<file path="config.mk">
export PLATFORM = sky130hd
export DESIGN_NAME = decode
export DESIGN_NICKNAME = d
export VERILOG_FILES = /design/src/rtl/decode_pkg.sv /design/src/rtl/decode_regfile.sv /design/src/rtl/decode.sv
export SDC_FILE = /design/constraint.sdc
export NUM_CORES = 1
export LEC_CHECK = 0
export BUFFER_PORTS_ARGS = -buffer_cell sky130_fd_sc_hd__clkbuf_2
export CAP_MARGIN = 20
export CORE_MARGIN = 1.5
export CORE_UTILIZATION = 40
export DETAILED_ROUTE_END_ITERATION = 8
export HOLD_SLACK_MARGIN = 0.08
export PLACE_DENSITY_LB_ADDON = 0.2
export SETUP_SLACK_MARGIN = 0.2
export SYNTH_ARGS = -nofsm -noshare
export SYNTH_HDL_FRONTEND = slang
export SYNTH_HIERARCHICAL = 1
export SYNTH_SLANG_ARGS = --single-unit
</file>
<file path="constraint.sdc">
create_clock -name clk -period 5 [get_ports clk]
set_input_delay 1.25 -clock clk [delete_from_list [all_inputs] [get_ports clk]]
set_output_delay 1.25 -clock clk [all_outputs]
set_load 0.03 [all_outputs]
</file>
<file path="src/rtl/decode_pkg.sv">
// Shared instruction definitions for the decode stage.
// Field positions, widths and opecode constants.
package decode_pkg;

    localparam int LEN_OPECODE = 7;
    localparam int LEN_IMMF    = 1;
    localparam int LEN_CC      = 4;
    localparam int LEN_REG     = 32;
    localparam int LEN_IMM_EX  = 32;
    localparam int LEN_REGADDR = 4;
    localparam int LEN_INSN    = 32;
    localparam int LEN_IMM     = 16;
    localparam int NUM_REGS    = 1 << LEN_REGADDR;

    localparam int POS_OPECODE = 25;
    localparam int POS_IMMF    = 24;
    localparam int POS_CC      = 20;
    localparam int POS_RD      = 16;
    localparam int POS_RS      = 12;
    localparam int POS_IMM     = 0;

    localparam logic [LEN_OPECODE-1:0] OP_LD  = 7'b0011000;
    localparam logic [LEN_OPECODE-1:0] OP_ST  = 7'b0011001;
    localparam logic [LEN_OPECODE-1:0] OP_J   = 7'b0011010;
    localparam logic [LEN_OPECODE-1:0] OP_JA  = 7'b0011011;
    localparam logic [LEN_OPECODE-1:0] OP_CMP = 7'b0000100;
    localparam logic [LEN_OPECODE-1:0] OP_NOP = 7'b1111110;
    localparam logic [LEN_OPECODE-1:0] OP_HLT = 7'b1111111;

    function automatic logic writes_rd(input logic [LEN_OPECODE-1:0] op);
        return !(op inside {OP_ST, OP_J, OP_JA, OP_CMP, OP_NOP, OP_HLT});
    endfunction

endpackage

</file>
<file path="src/rtl/decode_regfile.sv">
// 16x32 register file: two async read ports, one sync write port.
// Synchronous active-low reset clears every register.
module decode_regfile
    import decode_pkg::*;
(
    input  logic                   clk,
    input  logic                   rst,
    input  logic                   we,
    input  logic [LEN_REGADDR-1:0] wa,
    input  logic [LEN_REG-1:0]     wd,
    input  logic [LEN_REGADDR-1:0] ra0,
    input  logic [LEN_REGADDR-1:0] ra1,
    output logic [LEN_REG-1:0]     rd0,
    output logic [LEN_REG-1:0]     rd1
);

    logic [LEN_REG-1:0] regs [NUM_REGS];

    always_ff @(posedge clk) begin
        if (!rst) begin
            for (int i = 0; i < NUM_REGS; i++) regs[i] <= '0;
        end else if (we) begin
            regs[wa] <= wd;
        end
    end

    assign rd0 = regs[ra0];
    assign rd1 = regs[ra1];

endmodule

</file>
<file path="src/rtl/decode.sv">
// Decode stage: field extraction, operand read with bypass, load-use stall.
// Define DECODE_FWD_EN to forward execute results instead of stalling on them.
module decode
    import decode_pkg::*;
(
    input  logic                   clk,
    input  logic                   rst,
    input  logic                   valid_i,
    output logic                   stall_o,
    input  logic [LEN_INSN-1:0]    insn,
    output logic                   valid_o,
    input  logic                   stall_i,
    output logic [LEN_OPECODE-1:0] opecode,
    output logic                   immf,
    output logic [LEN_CC-1:0]      cc,
    output logic [LEN_REG-1:0]     data_rd,
    output logic [LEN_REG-1:0]     data_rs,
    output logic [LEN_IMM_EX-1:0]  imm_ex,
    output logic [LEN_REGADDR-1:0] rd_addr_o,
    output logic                   wr_o,
    input  logic                   ex_valid,
    input  logic                   ex_wr,
    input  logic                   ex_ld,
    input  logic [LEN_REGADDR-1:0] ex_addr,
    input  logic [LEN_REG-1:0]     ex_data,
    input  logic                   wb_we,
    input  logic [LEN_REGADDR-1:0] wb_addr,
    input  logic [LEN_REG-1:0]     wb_data
);

    logic [LEN_OPECODE-1:0] f_op;
    logic                   f_immf;
    logic [LEN_CC-1:0]      f_cc;
    logic [LEN_REGADDR-1:0] f_rd;
    logic [LEN_REGADDR-1:0] f_rs;
    logic [LEN_IMM-1:0]     f_imm;
    logic [LEN_IMM_EX-1:0]  f_imm_ex;
    logic [LEN_REG-1:0]     rf_rd;
    logic [LEN_REG-1:0]     rf_rs;
    logic [LEN_REG-1:0]     rd_val;
    logic [LEN_REG-1:0]     rs_val;
    logic                   hit_rd;
    logic                   hit_rs;
    logic                   ld_haz;
    logic                   hazard;

    assign f_op     = insn[POS_OPECODE +: LEN_OPECODE];
    assign f_immf   = insn[POS_IMMF];
    assign f_cc     = insn[POS_CC +: LEN_CC];
    assign f_rd     = insn[POS_RD +: LEN_REGADDR];
    assign f_rs     = insn[POS_RS +: LEN_REGADDR];
    assign f_imm    = insn[POS_IMM +: LEN_IMM];
    assign f_imm_ex = {{(LEN_IMM_EX-LEN_IMM){f_imm[LEN_IMM-1]}}, f_imm};

    decode_regfile u_rf (
        .clk (clk),
        .rst (rst),
        .we  (wb_we),
        .wa  (wb_addr),
        .wd  (wb_data),
        .ra0 (f_rd),
        .ra1 (f_rs),
        .rd0 (rf_rd),
        .rd1 (rf_rs)
    );

    assign hit_rd = ex_addr == f_rd;
    assign hit_rs = !f_immf && ex_addr == f_rs;
    assign ld_haz = ex_valid && ex_ld && (hit_rd || hit_rs);

`ifdef DECODE_FWD_EN
    logic fwd_ok;
    assign fwd_ok = ex_valid && ex_wr && !ex_ld;
    assign hazard = valid_i && ld_haz;
`else
    // Without forwarding any in-flight writer blocks until it reaches wb.
    logic unused_ex_data;
    assign unused_ex_data = ^ex_data;
    assign hazard = valid_i
                 && (ld_haz || (ex_valid && ex_wr && (hit_rd || hit_rs)));
`endif

    always_comb begin
        rd_val = rf_rd;
        rs_val = rf_rs;
        if (wb_we && wb_addr == f_rd) rd_val = wb_data;
        if (wb_we && wb_addr == f_rs) rs_val = wb_data;
`ifdef DECODE_FWD_EN
        if (fwd_ok && ex_addr == f_rd) rd_val = ex_data;
        if (fwd_ok && ex_addr == f_rs) rs_val = ex_data;
`endif
        if (f_immf) rs_val = f_imm_ex;
    end

    assign stall_o = rst && ((valid_o && stall_i) || hazard);

    always_ff @(posedge clk) begin
        if (!rst) begin
            valid_o   <= 1'b0;
            opecode   <= '0;
            immf      <= 1'b0;
            cc        <= '0;
            data_rd   <= '0;
            data_rs   <= '0;
            imm_ex    <= '0;
            rd_addr_o <= '0;
            wr_o      <= 1'b0;
        end else if (!stall_i) begin
            valid_o   <= valid_i && !hazard;
            opecode   <= f_op;
            immf      <= f_immf;
            cc        <= f_cc;
            data_rd   <= rd_val;
            data_rs   <= rs_val;
            imm_ex    <= f_imm_ex;
            rd_addr_o <= f_rd;
            wr_o      <= writes_rd(f_op);
        end
    end

endmodule

</file>
==> results.yml <==
synth:
  number_of_flip_flops_and_latches_in_the_synthesized_netlist: 610
  mapped_cell_area_mm2: 0.0317
  postSynthNetCount: 2374
  synth.cells.most_frequent: "and2_1 (516), edfxtp_1 (512), mux4_2 (256), clkbuf_1 (153), a22oi_1 (128)"
  top_count_cell_post_synth: "and2_1"
  avgSynthCellArea_um2: 14.0
  synth.yosys.seq_area_share: 0.546
  post-synth-top-area-cell: "edfxtp_1"
  top_reg_cell_synth: "edfxtp_1"
  post_synth_main_area_contributors: "edfxtp_1 (48%), mux4_2 (18%), and2_1 (10%), dfxtp_1 (6.2%), a22oi_1 (3.0%)"
  yosys_warnings: 6
  asyncSetResetFlopFracSynth: 0
  synth_enable_flop_cells: 512
  yosys.cell_types.count: 45
  postSynthCellCount: 2262
  netlist.area_leader.share: 0.484
sta:
  unrepaired_setup_endpoints_after_global_routing: "false"
  final-setup-viol-count: 0
  timing_max_transition_violations_final: 0
  post-route-min-period_ps: 3750
  setup_total_negative_slack_ps: 0
  max_slew_margin: 0.339
  max_freq_mhz: 267
  layout_setup_ws_ps: 1250
  final.period_utilization: 0.750
  worst_pin_slew_ps: 989
  final-hold-violation-count: 0
  clock-skew-final_ps: 16.3
layout:
  finalInstanceArea_mm2: 0.0365
  fin_nets: 2475
  regArea_mm2: 0.0173
  final_layout_size_suffix_gt1_frac: 0.284
  area_growth_syn_to_layout_pct: 15.1
  fillers: 6799
  multi_input_comb_area_mm2: 0.0135
  finish.cell_count_without_fillers: 3474
clocking:
  cts_sinks: 610
  cts_htree_levels: 3
  tritoncts: "built"
  clock_latency_on_the_worst_skew_pair_ps: 620
  post_cts.resized_instances: 0
  clock_tree.buffer_depth: 3
  clk_root_buffer_cell: "clkbuf_16"
  ctsHoldBuffers: 0
  postCtsSetupRepairBufs: 0
  worst_setup_hold_path_clk_slew_ps: 50
  cts_made_buffers: 70
routing:
  drc_errors_left: 0
  detail_route.vias_per_cell: 6.06
  firstDrtPassIters: 6
  route.vias.total: 21058
  postRouteWirelength_um: 102000
  initialDrtViolationCount: 2511
  mean_routed_wirelength_per_cell_um: 29.5
  drtAntennaViolNets: 0
floorplanning:
  floorplan.initialDensity: 0.403
  ioPinCount: 227
  fp.dieH_um: 285
  floorplan.die.width_um: 285
  fp.dieArea_mm2: 0.0810
  core_mm2: 0.0787
  number_of_rows_in_the_core_area: 103
worst_setup_path:
  critical_path_required_ps: 3750
  critical_path.slowest_cell: "clkbuf_2"
  startpoint_to_endpoint_class_of_the_critical_path: "in -> out"
  crit_path_frequent_cell: "clkbuf_2"
  worstPathMaxFanout: 8
  startpoint_type: "primary input"
  timing.critical_path.slowest_cell_delay_ps: 320
  worst-endpoint-arrival_ps: 2500
  crit_path_cell_trace: "clkbuf_2 > xor2_1 > nor3_1 > a2bb2oi_1 > o21bai_1 > clkbuf_2"
  crit_path_end_kind: "primary output"
pwr:
  worst_vdd_drop_mv: 0.221
  static-leakage-power_nw: 13.2
  pwr_density_cell_mw_per_mm2: 354
  power_mw: 12.9
placed_design:
  dpl_worst_slack_ps: 1060
  place_inst: 3341
  gp_congestion: 0.884
  port_buffers: 194
  dp.final_hpwl_um: 62000
  placedInstanceArea_mm2: 0.0342
flow_run:
  timing.max_cap.violations: 0
global_routing:
  grt_antenna_before_repair: 8
  grtUsageTotal: 0.250
  global_route_wire_length_before_repair_um: 146000
  overflow: 0
  grt_max_degree: 131
  number_of_global_route_vias_before_repair: 21433
hold_path:
  hp-class: "reg -> reg"
outcome:
  result_of_the_run: "finished, final reports clean"
==> final timing paths <==
check | startpoint | endpoint | slack (ps) | depth (start not counted)
worst max-delay path | insn[14] | stall_o | 1250 | 6
worst min-delay path | immf$_SDFFE_PN0N_ | immf$_SDFFE_PN0N_ | 480 | 2
worst max register to register | u_rf/regs[9][14]$_SDFFCE_PN0P_ | data_rd[14]$_SDFFE_PN0N_ | 3060 | 5
worst min register to register | immf$_SDFFE_PN0N_ | immf$_SDFFE_PN0N_ | 480 | 2
==> cell families (layout without fill, tap and decap cells) <==
kind of cell,after synthesis,count (layout),synth area share
xor+xnor,16,16,0.00442
other cells,0,4,0
mux,287,287,0.191
compound gates,275,275,0.0679
flops,610,610,0.546
buf+inv,246,404,0.0353
simple gates,828,828,0.155
==> sequential cells by signal (all words and copies together) (netlist names), 4 cells and up <==
name and count:
imm_ex 16, data_rs 32, cc 4, opecode 7
u_rf/regs 512, rd_addr_o 4, data_rd 32
==> power by group <==
part	total, mW	internal (mW)	switching, mW	leakage (nW)
combinational	1.68	0.666	1.02	6.34
clock	5.25	3.11	2.14	1.15
sequential	5.98	5.82	0.165	5.70
==> cells in the final DEF, fill, tap and decap left out, types with 17 or more instances in the layout <==
cell,synthesis,layout
buf_12,0,28
nand3_1,20,19
buf_4,34,51
a21boi_0,33,33
nand2_1,90,90
nand4_1,20,20
nor3_1,17,17
mux4_2,256,256
edfxtp_1,512,512
nand2b_1,38,34
clkbuf_16,0,73
nor2b_1,51,47
dfxtp_1,98,98
a22oi_1,128,128
o311a_1,32,32
clkbuf_2,1,189
mux2i_1,31,31
and3_1,30,30
and2_1,516,513
==> stage by stage <==
| stage | util | hold WS (ps) |
|---|---|---|
| 4_1_cts | 0.464 | 486 |
| 6_report | 0.464 | 482 |
| 2_1_floorplan | - | 601 |
| 5_1_grt | 0.464 | 516 |
| 3_5_place_dp | 0.434 | 477 |
| 3_3_place_gp | 0.433 | 463 |
==> routing by layer <==
metal  track usage  vias to the layer above  part of all wire
met1         0.325                    10829              0.39
met3        0.0490                      185             0.092
met4        0.0867                        4             0.031
met2         0.416                     1130              0.48
li1              -                     8910                 -
met5             0                        -           0.00033
==> area by class of cell <==
class	count	share of cell area
antenna	4	0.000274
clock buffer	92	0.0531
clock inverter	37	0.0108
inverter	2	0.000206
multi-input combinational	1406	0.371
sequential	610	0.475
tap	1050	0.0360
timing repair buffer	273	0.0542
==> worst max-delay path: cells and delay by family <==
family / cells / cell delay [ps]
xor gates and xnor gates: 1 / 260
and+or+nand+nor: 1 / 160
AOI/OAI and AO/OA: 2 / 280
buffers and inverters: 2 / 540
(Power assumes the default switching activity.)
